===== config.mk =====
export PLATFORM = sky130hd
export DESIGN_NAME = divider_cfg_ctrl
export DESIGN_NICKNAME = d
export VERILOG_FILES = /design/src/rtl/divider_cfg_ctrl_pkg.sv /design/src/rtl/divider_cfg_ctrl_phase_tracker.sv /design/src/rtl/divider_cfg_ctrl.sv
export SDC_FILE = /design/constraint.sdc
export NUM_CORES = 1
export LEC_CHECK = 0
export CORE_AREA = 10 10 70 72
export DETAILED_ROUTE_END_ITERATION = 10
export DIE_AREA = 0 0 80 82
export GPL_ROUTABILITY_DRIVEN = 1
export PLACE_DENSITY = 0.78
export SETUP_SLACK_MARGIN = 0.2
export SLEW_MARGIN = 20
export SYNTH_ARGS = -nofsm -noshare
export SYNTH_HDL_FRONTEND = slang
export SYNTH_SLANG_ARGS = --single-unit

===== constraint.sdc =====
create_clock -name ref_clk -period 3.5 [get_ports ref_clk]
set_clock_uncertainty 0.2 [all_clocks]
set_input_delay 0.35 -clock ref_clk [delete_from_list [all_inputs] [get_ports ref_clk]]
set_output_delay 0.35 -clock ref_clk [all_outputs]
set_load 0.01 [all_outputs]

===== src/rtl/divider_cfg_ctrl_pkg.sv =====
`default_nettype none
// ============================================================================
//  Module      : divider_cfg_ctrl_pkg
//  Description : Shared state encoding, parameter defaults and sizing helper
//                for the divider configuration sequencer.
//  Revision    : 1.0 - initial release
// ============================================================================
package divider_cfg_ctrl_pkg;

    localparam int unsigned c_GATE_CYC_DEF  = 2;
    localparam int unsigned c_RST_CYC_DEF   = 1;
    localparam int unsigned c_DEFAULT_N_DEF = 2;

    typedef enum logic [2:0] {
        ST_OFF   = 3'd0,
        ST_START = 3'd1,
        ST_RUN   = 3'd2,
        ST_ALIGN = 3'd3,
        ST_GATE  = 3'd4,
        ST_LOAD  = 3'd5
    } cfg_state_t;

    // Width of the shared GATE/LOAD down-counter; it holds at most max-1.
    function automatic int unsigned cnt_width(input int unsigned a, input int unsigned b);
        int unsigned m;
        m = (a > b) ? a : b;
        return (m < 2) ? 1 : $clog2(m);
    endfunction

endpackage
`default_nettype wire


===== src/rtl/divider_cfg_ctrl_phase_tracker.sv =====
`default_nettype none
// ============================================================================
//  Module      : divider_cfg_ctrl_phase_tracker
//  Description : Mirrors the divider output period. Counts 0..div_n-1 while
//                the divider runs and flags the last cycle of each period so
//                reconfiguration can land on a period boundary.
//  Revision    : 1.0 - initial release
// ============================================================================
module divider_cfg_ctrl_phase_tracker #(
    parameter int unsigned WIDTH = 8
) (
    input  logic             ref_clk,
    input  logic             reset,
    input  logic             count_en,
    input  logic [WIDTH-1:0] div_n,
    output logic             at_boundary
);

    logic [WIDTH-1:0] r_phase;
    logic             w_bypass;
    logic             w_wrap;

    // Ratios below 2 bypass the divider, so every cycle is a boundary.
    assign w_bypass    = (div_n < WIDTH'(2));
    assign w_wrap      = (r_phase == (div_n - WIDTH'(1)));
    assign at_boundary = w_bypass || w_wrap;

    // Phase counter: restarts whenever the divider is not running.
    always_ff @(posedge ref_clk) begin
        if (!reset) begin
            r_phase <= '0;
        end else if (!count_en || w_bypass || w_wrap) begin
            r_phase <= '0;
        end else begin
            r_phase <= r_phase + WIDTH'(1);
        end
    end

endmodule
`default_nettype wire


===== src/rtl/divider_cfg_ctrl.sv =====
`default_nettype none
// ============================================================================
//  Module      : divider_cfg_ctrl
//  Description : Run-time configuration sequencer for the adjustable-N clock
//                divider. Applies new ratios glitch-free (align, gate enable,
//                pulse reset while loading, restart) and starts/stops the
//                divider from run_en.
//  Revision    : 1.0 - initial release
// ============================================================================
module divider_cfg_ctrl
    import divider_cfg_ctrl_pkg::*;
#(
    parameter int unsigned WIDTH     = 8,
    parameter int unsigned GATE_CYC  = c_GATE_CYC_DEF,
    parameter int unsigned RST_CYC   = c_RST_CYC_DEF,
    parameter int unsigned DEFAULT_N = c_DEFAULT_N_DEF
) (
    input  logic             ref_clk,
    input  logic             reset,
    input  logic             run_en,
    input  logic             req_valid,
    input  logic [WIDTH-1:0] req_n,
    output logic             req_ready,
    output logic             req_err,
    output logic             div_enable,
    output logic [WIDTH-1:0] div_n,
    output logic             div_reset,
    output logic             busy,
    output logic             cfg_done
);

    localparam int unsigned      c_CNT_W   = cnt_width(GATE_CYC, RST_CYC);
    localparam logic [c_CNT_W-1:0] c_GATE_LD = c_CNT_W'(GATE_CYC - 1);
    localparam logic [c_CNT_W-1:0] c_RST_LD  = c_CNT_W'(RST_CYC - 1);
    localparam logic [WIDTH-1:0] c_DEF_N   = WIDTH'(DEFAULT_N);

    cfg_state_t         r_state;
    cfg_state_t         w_next;
    logic [c_CNT_W-1:0] r_cnt;
    logic [WIDTH-1:0]   r_div_n;
    logic [WIDTH-1:0]   r_pend_n;
    logic               r_pend_vld;
    logic               r_stop;
    logic               r_reconf;
    logic               r_req_ready;
    logic               r_req_err;
    logic               r_div_enable;
    logic               r_div_reset;
    logic               r_busy;
    logic               r_cfg_done;

    logic               w_accept;
    logic               w_legal;
    logic               w_cnt_zero;
    logic               w_count_en;
    logic               w_at_boundary;
    logic               w_enter_gate;
    logic               w_enter_load;

    assign w_accept     = req_valid && r_req_ready;
    assign w_legal      = w_accept && (req_n != '0);
    assign w_cnt_zero   = (r_cnt == '0);
    assign w_count_en   = (r_state == ST_RUN) || (r_state == ST_ALIGN);
    assign w_enter_gate = (w_next == ST_GATE) && (r_state != ST_GATE);
    assign w_enter_load = (w_next == ST_LOAD) && (r_state != ST_LOAD);

    divider_cfg_ctrl_phase_tracker #(
        .WIDTH (WIDTH)
    ) u_phase (
        .ref_clk     (ref_clk),
        .reset       (reset),
        .count_en    (w_count_en),
        .div_n       (r_div_n),
        .at_boundary (w_at_boundary)
    );

    // Next-state selection; a stop request always beats a reconfiguration.
    always_comb begin
        w_next = r_state;
        case (r_state)
            ST_OFF:   if (run_en) w_next = ST_START;
            ST_START: w_next = ST_RUN;
            ST_RUN: begin
                if (!run_en)      w_next = ST_GATE;
                else if (w_legal) w_next = ST_ALIGN;
            end
            ST_ALIGN: if (!run_en || w_at_boundary) w_next = ST_GATE;
            ST_GATE: begin
                if (w_cnt_zero) w_next = r_pend_vld ? ST_LOAD : ST_OFF;
            end
            ST_LOAD: begin
                if (w_cnt_zero) w_next = r_stop ? ST_OFF : ST_START;
            end
            default:  w_next = ST_OFF;
        endcase
    end

    // State, bookkeeping and registered outputs decoded from the next state.
    always_ff @(posedge ref_clk) begin
        if (!reset) begin
            r_state      <= ST_OFF;
            r_cnt        <= '0;
            r_div_n      <= c_DEF_N;
            r_pend_n     <= '0;
            r_pend_vld   <= 1'b0;
            r_stop       <= 1'b0;
            r_reconf     <= 1'b0;
            r_req_ready  <= 1'b1;
            r_req_err    <= 1'b0;
            r_div_enable <= 1'b0;
            r_div_reset  <= 1'b1;
            r_busy       <= 1'b0;
            r_cfg_done   <= 1'b0;
        end else begin
            r_state      <= w_next;
            r_req_ready  <= (w_next == ST_OFF) || (w_next == ST_RUN);
            r_div_enable <= (w_next == ST_RUN) || (w_next == ST_ALIGN);
            r_div_reset  <= (w_next == ST_OFF) || (w_next == ST_LOAD);
            r_busy       <= (w_next == ST_ALIGN) || (w_next == ST_GATE) ||
                            (w_next == ST_LOAD)  || (w_next == ST_START);
            r_req_err    <= w_accept && (req_n == '0);
            r_cfg_done   <= (r_state == ST_START) && r_reconf;

            // One down-counter times both the GATE and LOAD dwell.
            if (w_enter_gate) begin
                r_cnt <= c_GATE_LD;
            end else if (w_enter_load) begin
                r_cnt <= c_RST_LD;
            end else if (!w_cnt_zero) begin
                r_cnt <= r_cnt - 1'b1;
            end

            // div_n moves only while the divider is held off or in reset.
            if ((r_state == ST_OFF) && w_legal) begin
                r_div_n <= req_n;
            end else if (w_enter_load) begin
                r_div_n <= r_pend_n;
            end

            if ((r_state == ST_RUN) && w_legal) begin
                r_pend_n   <= req_n;
                r_pend_vld <= 1'b1;
            end else if (w_enter_load) begin
                r_pend_vld <= 1'b0;
            end

            if (w_count_en && !run_en) begin
                r_stop <= 1'b1;
            end else if (w_next == ST_OFF) begin
                r_stop <= 1'b0;
            end

            // Reconfig marker: survives to START only on the non-stop path.
            if (w_enter_load) begin
                r_reconf <= 1'b1;
            end else if ((r_state == ST_START) || (w_next == ST_OFF)) begin
                r_reconf <= 1'b0;
            end
        end
    end

    assign req_ready  = r_req_ready;
    assign req_err    = r_req_err;
    assign div_enable = r_div_enable;
    assign div_n      = r_div_n;
    assign div_reset  = r_div_reset;
    assign busy       = r_busy;
    assign cfg_done   = r_cfg_done;

endmodule
`default_nettype wire

======== Yosys cells after proc, flatten, opt, wreduce, memory -nomap -nowiden ========
Cells that the tools add are included.
word-level totals
  register bits after elaboration ......... 37
  input bits .............................. 12
  output and inout port bits .............. 14
  word-level logic and storage cells ...... 84
operators by class
  add/subtract/negate cells ............... 3
  magnitude comparators ................... 1
  equality and inequality tests ........... 13
  muxes and demuxes ....................... 20
  bitwise gates (word level) .............. 1
  reductions and logical operators ........ 32
operators with widths
  operator               number
  $mux W3                7
  $pmux W3 S6            1
  $mux W8                2
  $eq A3 B2 Y1 const B   4
  $eq A3 B3 Y1 const B   4
  $logic_or A1 B1 Y1     12
  $mux W1                10
  $logic_and A1 B1 Y1    9
  $add A8 B1 Y8 const B  1
  $eq A8 B8 Y1           1
  $logic_not A8 Y1       1
  $lt A8 B2 Y1 const B   1
  $reduce_bool A2 Y1     4
  $reduce_bool A8 Y1     1
  $sub A8 B1 Y8 const B  1
  $eq A3 B1 Y1 const B   2
  $logic_not A3 Y1       2
  $ne A3 B3 Y1 const B   2
  $logic_not A1 Y1       2
  $reduce_or A2 Y1       1
  $not A1 Y1             1
  $sub A1 B1 Y1 const B  1

======== Depth between registers and ports, before layout ========
Gate-level depths: netlist (run 1).
  depth in word-level cells ............... 10
  gate-level depth with buffers ........... 10
  depth with buffers taken out ............ 8

======== By module ========
Synthesis (run 1) repeated with hierarchy kept, for this count alone.
unflattened totals
  cell total of the unflattened synthesis .. 192
  area total of the unflattened synthesis .. 1,790.5 um^2
by module, submodules not included
  module                          instances  cells an instance  area an instance (um^2)  seq. area each (um^2)
  divider_cfg_ctrl                1          127                1,231.2                  580.6
  divider_cfg_ctrl_phase_tracker  1          65                 559.3                    160.2

======== Worst setup path before layout (run 1) ========
OpenSTA, ideal clock, no wires.
  kind .................................... register to register
  start ................................... register r_div_n[0], in the netlist div_n[0]
  end ..................................... register r_div_reset, in the netlist div_reset
  library setup time ...................... 0.120 ns
  arrival ................................. 2.223 ns
  required time ........................... 3.180 ns
  slack ................................... 0.957 ns
  cell stages (with the launch flop) ...... 10
  buffers on the path ..................... 1
  period minus slack after synthesis ...... 2.543 ns
  path through ............................ dfxtp_1 -> inv_1 -> ha_1 -> nor2b_1 -> o311ai_1 -> nor4bb_1 -> and4b_1 -> buf_6 -> a311oi_2 -> a211o_1
between the ends
  longest elaborated chain between the ends .. 8
  elaborated cells between the ends (all ways) .. 10
  those cells by class .................... add/sub: 1; order compare: 1; eq/ne: 2; mux: 2; reduce/logical: 4
RTL lines
  element                                                  line                                  text
  from (decl)                                              divider_cfg_ctrl.sv:40                logic [WIDTH-1:0] r_div_n;
  from (signal assigned)                                   divider_cfg_ctrl.sv:103               r_div_n <= c_DEF_N;
  from (signal assigned)                                   divider_cfg_ctrl.sv:135               r_div_n <= req_n;
  from (signal assigned)                                   divider_cfg_ctrl.sv:137               r_div_n <= r_pend_n;
  $sub A8 B1 Y8                                            divider_cfg_ctrl_phase_tracker.sv:25  assign w_wrap = (r_phase == (div_n - WIDTH'(1)));
  $eq A8 B8 Y1                                             divider_cfg_ctrl_phase_tracker.sv:25
  $logic_or A1 B1 Y1 (*)                                   divider_cfg_ctrl_phase_tracker.sv:26  assign at_boundary = w_bypass || w_wrap;
  $logic_or A1 B1 Y1 (*)                                   divider_cfg_ctrl.sv:87                ST_ALIGN: if (!run_en || w_at_boundary) w_next = ST_GATE;
  $mux W3 (*)                                              divider_cfg_ctrl.sv:87
  $pmux W3 S6 (*)                                          divider_cfg_ctrl.sv:80                case (r_state)
  $eq A3 B3 Y1 / $logic_not A3 Y1 (equally long branches)  divider_cfg_ctrl.sv:118               r_div_reset <= (w_next == ST_OFF) || (w_next == ST_LOAD);
  $logic_or A1 B1 Y1 (*)                                   divider_cfg_ctrl.sv:118
  to (signal assigned)                                     divider_cfg_ctrl.sv:118
  to (decl)                                                divider_cfg_ctrl.sv:48                logic r_div_reset;
Mark *: on every way between the ends. The rest lies on a longest branch, timed or not.
A chain may end at the register's enable or synchronous reset.

======== Final worst setup path (run 1) ========
Ends and elaborated chain as after synthesis.

==> results of run 1 <==
[report_power, final]
| part | total [uW] | switching [uW] | internal, uW |
|---|---|---|---|
| registers | 498 | 46.0 | 452 |
| logic | 263 | 132 | 131 |
| clock network | 321 | 152 | 170 |
[per-layer routing]
metal | vias up | track usage [%] | routed length, um
met1 | 754 | 17.6 | 2060
met5 | - | 0 | 0
met4 | 0 | 4.75 | 73
li1 | 793 | - | -
met3 | 9 | 4.69 | 294
met2 | 50 | 21.4 | 1860
[flip-flops by register name (all words and copies together), names as in the netlist, 3 cells and up]
register,count
u_phase.r_phase,8
r_state,3
r_pend_n,8
div_n,8
[layout by cell type (no fill, tap or decap), types with 3 or more instances in the layout]
| cell type | count |
|---|---|
| nor3_1 | 7 |
| clkdlybuf4s50_1 | 25 |
| nand2_1 | 11 |
| xor2_1 | 6 |
| xnor2_1 | 8 |
| and3_1 | 3 |
| clkbuf_4 | 5 |
| mux2i_1 | 16 |
| nor2_1 | 23 |
| nor2b_1 | 4 |
| nor2_2 | 8 |
| nand3_1 | 10 |
| a211oi_1 | 7 |
| inv_1 | 6 |
| dfxtp_1 | 37 |
| o21ai_0 | 4 |
| a21oi_1 | 6 |
[worst paths after layout]
kind | depth (start not counted) | from | slack (ns) | to
worst min-delay path | 2 | r_reconf$_SDFFE_PN0P_ | 0.26 | cfg_done$_SDFF_PN0_
worst min register to register | 2 | r_reconf$_SDFFE_PN0P_ | 0.26 | cfg_done$_SDFF_PN0_
worst max-delay path | 8 | div_n[0]$_SDFFE_PN0P_ | 0.72 | div_reset$_SDFF_PN1_
worst max register to register | 8 | div_n[0]$_SDFFE_PN0P_ | 0.72 | div_reset$_SDFF_PN1_
[through the flow]
step / setup WS [ns] / power, uW
after CTS: 0.728 / 1080
after global routing: 0.432 / 1140
after detailed placement: 0.752 / 769
after global placement: 0.824 / 765
after floorplan: 0.957 / 675
final: 0.720 / 1080
[critical path, stage by stage, from the launching register on]
cell      delay [ns]
dfxtp_1         0.46
inv_1           0.07
ha_1            0.27
nor2b_1         0.16
o311ai_1        0.26
nor4bb_1        0.37
and4b_1         0.42
a311oi_2        0.17
a211o_1         0.30
[area by class of cell]
type	count	area, um2
Clock buffer	6	51.3
Clock inverter	2	37.5
Fill cell	321	1340
Inverter	7	26.3
Multi-Input combinational cell	152	1050
Sequential cell	37	741
Tap cell	48	60.1
Timing Repair Buffer	27	265
[kinds of logic (layout without fill, tap and decap cells)]
family / count (synthesis) / after routing / synth area share [%]
simple gates: 80 / 80 / 23.4
flops: 37 / 37 / 39.4
xor+xnor: 14 / 14 / 6.52
fa+ha+maj: 2 / 2 / 1.33
mux: 16 / 16 / 8.52
buf+inv: 18 / 42 / 4.86
compound gates: 40 / 40 / 16.0
==> impl_metrics.py, run 1 <==
metrics = {
    "timing": {
        "fmax_ghz": 0.360,
        "setup_violations": 0,
        "tns_ns": 0,
        "tightestPinTransition_ns": 0.648,
        "slew_viol_final": 0,
        "fin_crit_ns": 2.78,
        "holdWs_ns": 0.260,
        "min_period_over_period_pct": 79.4,
        "rsz0062_at_grt": "no",
        "max-slew-margin-rel_pct": 56.5,
        "finalHoldViolations": 0,
    },
    "final_layout": {
        "fin_area_um2": 2230,
        "drive_gt1_share_pct": 11.7,
        "antenna_cells": 0,
        "final_core_util_pct": 62.4,
        "final_cells": 279,
        "nets": 244,
        "syn2layout_area_growth_pct": 18.9,
    },
    "clocking": {
        "clock_latency_ns": 0.36,
        "htreeDepth": 2,
        "cts_setup_buffers": 0,
        "clk_pin_slew_ns": 0.12,
        "root_buffer": "clkbuf_4",
        "clock-sinks": 37,
        "cts_tree": "built",
        "clockBufferDepth": 2,
        "post_cts_resized": 0,
        "cts_hold_buf": 0,
        "cts_buffers": 5,
    },
    "power": {
        "power.density_nw_per_um2": 484,
        "cellLeakagePower_uw": 0.000845,
        "ir_worst_vdd_mv": 0.290,
    },
    "global_route": {
        "grt_max_degree": 26,
        "gr-total-overflow": 0,
        "antenna_found_initial": 0,
        "grt_pass1_wl_mm": 7.36,
        "grt_usage_pct": 13.8,
        "grt_pass1_vias": 1534,
    },
    "synthesis": {
        "ys_async_sr_fraction_pct": 0,
        "synthTopCellsByArea": "dfxtp_1, mux2i_1, nor2_1",
        "ys_seq_area_share_pct": 39.4,
        "syn_area_per_cell_um2": 9.08,
        "synth_top_area_share_pct": 39.4,
        "postSynthNetCount": 221,
        "yosys_register_bits": 37,
        "yosys_warnings": 0,
        "synthDistinctLibCells": 49,
        "netlist.top_cell.by_area": "dfxtp_1",
        "syn_inst": 207,
        "synth_common_cells": "dfxtp_1, nor2_1, mux2i_1",
        "synthesis.area_um2": 1880,
        "synth-edff-count": 0,
        "yosysMostFrequentCell": "dfxtp_1",
        "synth_ff_type": "dfxtp_1",
    },
    "die": {
        "die-area_um2": 6560,
        "coreArea_um2": 3580,
        "rows": 22,
        "start_util_pct": 52.5,
        "pin_count": 26,
        "die_h_um": 82,
        "die_w_um": 80,
    },
    "detailed_routing": {
        "wl_mm": 4.29,
        "ant_nets": 0,
        "wl_per_cell_um": 15.4,
        "vias": 1606,
        "via_per_inst": 5.76,
        "drt_iter0_markers": 125,
        "drc": 0,
        "dr.pass1.iters": 4,
    },
    "placement": {
        "dp_hpwl_mm": 3.20,
        "place_inst": 271,
        "dpl-instance-area_um2": 2150,
        "place_congestion": 0.967,
        "io_buffers": 25,
    },
    "worst_setup_path": {
        "required_ns": 3.56,
        "critPathKind": "register to register",
        "endpoint_kind": "register",
        "critPathMaxFanout": 8,
        "crit_arrival_ns": 2.84,
        "start_kind": "register",
    },
    "hold_path": {
        "hold_path_class": "register to register",
    },
    "outcome": {
        "status": "complete, no violations",
    },
    "run": {
        "drv_cap": 0,
    },
}
No activity file was read; power rests on OpenSTA's default activity.
==> inputs of run 2 (changes only) <==
CORE_AREA = 10 10 73 75   (was 10 10 70 72)
DIE_AREA = 0 0 83 85   (was 0 0 80 82)
PLACE_DENSITY = 0.74   (was 0.78)
clock period = 2.4 ns   (was 3.5 ns; I/O delays follow)
==> run 2 against run 1 <==
Net effect:
- combinational power is 79% higher
- global-route usage is 1.6 points lower
- total power up 50%
- critical path depth is the same
- cell area increased by 9.5%
- worst hold slack gained 0.0031 ns
==> impl_metrics.py, run 2 (same netlist as run 1, synthesis figures left out) <==
metrics = {
    "placement": {
        "dp_hpwl_mm": 3.20,
        "place_congestion": 0.986,
        "io_buffers": 25,
        "place_inst": 289,
    },
    "detailed_routing": {
        "drt_iter0_markers": 86,
        "dr.pass1.iters": 6,
        "drc": 0,
        "wl_per_cell_um": 14.6,
        "via_per_inst": 5.42,
        "ant_nets": 0,
        "vias": 1627,
        "wl_mm": 4.39,
    },
    "worst_setup_path": {
        "slowest_stage": "dfxtp_4",
        "crit_arrival_ns": 2.28,
        "reg2regPathDepth": 8,
        "critPathKind": "register to register",
        "cp.buffers_inverters": 1,
        "start_kind": "register",
        "endpoint_kind": "register",
        "critPathMaxFanout": 7,
        "crit_family": "simple AND/OR/NAND/NOR gates",
        "worstSetupPathDepth": 8,
        "cpPeakStageDelay_ns": 0.35,
        "required_ns": 2.38,
        "crit_chain": "inv_2, ha_4, nor3b_1, o211ai_1, nor4bb_4, and4b_2, a311oi_2, a211o_1",
    },
    "final_layout": {
        "final_core_util_pct": 62.5,
        "final_cell_mix": "dfxtp_1, clkdlybuf4s50_1, nor2_1",
        "nets": 263,
        "final_cells": 300,
        "drive_gt1_share_pct": 23.6,
        "nFillCells": 353,
        "syn2layout_area_growth_pct": 30.2,
        "antenna_cells": 0,
        "layout_commonest_cell": "dfxtp_1",
    },
    "die": {
        "rows": 23,
        "pin_count": 26,
        "die_h_um": 85,
        "start_util_pct": 48.0,
        "die_w_um": 83,
        "coreArea_um2": 3910,
        "die-area_um2": 7060,
    },
    "timing": {
        "holdWs_ns": 0.263,
        "fmax_ghz": 0.435,
        "finalHoldViolations": 0,
        "rsz0062_at_grt": "yes",
        "tightestPinTransition_ns": 0.466,
        "min_period_over_period_pct": 95.8,
        "setup_violations": 0,
        "slew_viol_final": 0,
        "fin_crit_ns": 2.30,
        "max-slew-margin-rel_pct": 68.9,
    },
    "clocking": {
        "cts_hold_buf": 0,
        "clock-sinks": 37,
        "clk_pin_slew_ns": 0.08,
        "cts_buffers": 5,
        "cts_tree": "built",
        "clock_latency_ns": 0.29,
        "root_buffer": "clkbuf_8",
        "htreeDepth": 2,
        "clockBufferDepth": 2,
    },
    "power": {
        "power.density_nw_per_um2": 662,
        "cellLeakagePower_uw": 0.000962,
        "ir_worst_vdd_mv": 0.552,
    },
    "global_route": {
        "antenna_found_initial": 0,
        "gr-total-overflow": 0,
        "grt_max_degree": 21,
        "grt_usage_pct": 12.3,
        "grt_pass1_wl_mm": 7.36,
        "grt_pass1_vias": 1568,
    },
    "hold_path": {
        "hold_path_depth": 2,
        "hold_path_class": "register to register",
    },
    "run": {
        "drv_cap": 0,
    },
    "outcome": {
        "status": "complete, no violations",
    },
}
run 2: cell types whose count changed in the layout (fill, tap and decap cells not counted), sizes merged:
| cell | delta |
|---|---|
| clkbuf | -1 |
| buf | +19 |
| bufinv | -1 |
| clkinv | +2 |
run 2: final timing paths:
check                                            end                  start  slack, ns
worst max-delay path            div_reset$_SDFF_PN1_  div_n[1]$_SDFFE_PN1P_       0.10
worst min register to register   cfg_done$_SDFF_PN0_  r_reconf$_SDFFE_PN0P_       0.26
worst max register to register  div_reset$_SDFF_PN1_  div_n[1]$_SDFFE_PN1P_       0.10
worst min-delay path             cfg_done$_SDFF_PN0_  r_reconf$_SDFFE_PN0P_       0.26
run 2: power by group:
part / leakage [uW] / switching (uW) / internal [uW]
combinational: 0.000615 / 225 / 247
clock: 0.0000439 / 229 / 200
sequential: 0.000303 / 56.4 / 661
run 2: area by class of cell:
| cell class | instances | area, um2 | share of cell area [%] |
|---|---|---|---|
| inverter | 7 | 26.3 | 1.07 |
| sequential | 37 | 753 | 30.8 |
| tap | 50 | 62.6 | 2.56 |
| timing repair buffer | 46 | 405 | 16.6 |
| multi-input combinational | 152 | 1110 | 45.5 |
| clock inverter | 3 | 17.5 | 0.716 |
| clock buffer | 5 | 68.8 | 2.81 |
run 2: stage by stage:
step	setup TNS, ns	area, um2	setup WS (ns)	power [uW]
CTS	0	2400	0.0847	1600
finish	0	2450	0.101	1620
global route	-0.0157	2450	-0.00616	1710
floorplan	0	1920	0.185	1000
detailed placement	0	2300	0.00350	1170
global placement	0	2300	0.0176	1170
run 2: worst register-to-register path: cells and delay by family, from the launching register on:
family	cells	cell delay [ns]
DFF	1	0.35
and+or+nand+nor	3	0.86
AOI/OAI and AO/OA	3	0.55
buffers and inverters	1	0.06
adders and majority gates	1	0.17
run 2: per-layer routing:
| layer | vias to the layer above | GRT usage [%] | share of wire, % |
|---|---|---|---|
| li1 | 833 | - | - |
| met2 | 43 | 19.3 | 45 |
| met4 | 0 | 5.73 | 1.9 |
| met3 | 9 | 3.92 | 4.7 |
| met5 | - | 0 | 0 |
| met1 | 742 | 14.9 | 48 |
run 2: repair_timing:
item / 4_1_cts / 5_1_grt
endpoints found under the setup margin: 18 / 18
endpoints found under the hold margin: 0 / 0
pin swaps: 8 / 6
resized for setup: 4 / 5
buffers inserted: 0 / 3
==> inputs of run 3 (changes only) <==
SLEW_MARGIN = 25   (was 20)
==> results of run 3 <==
Same layout as run 2: the final DEF is identical, and so are final timing and power.
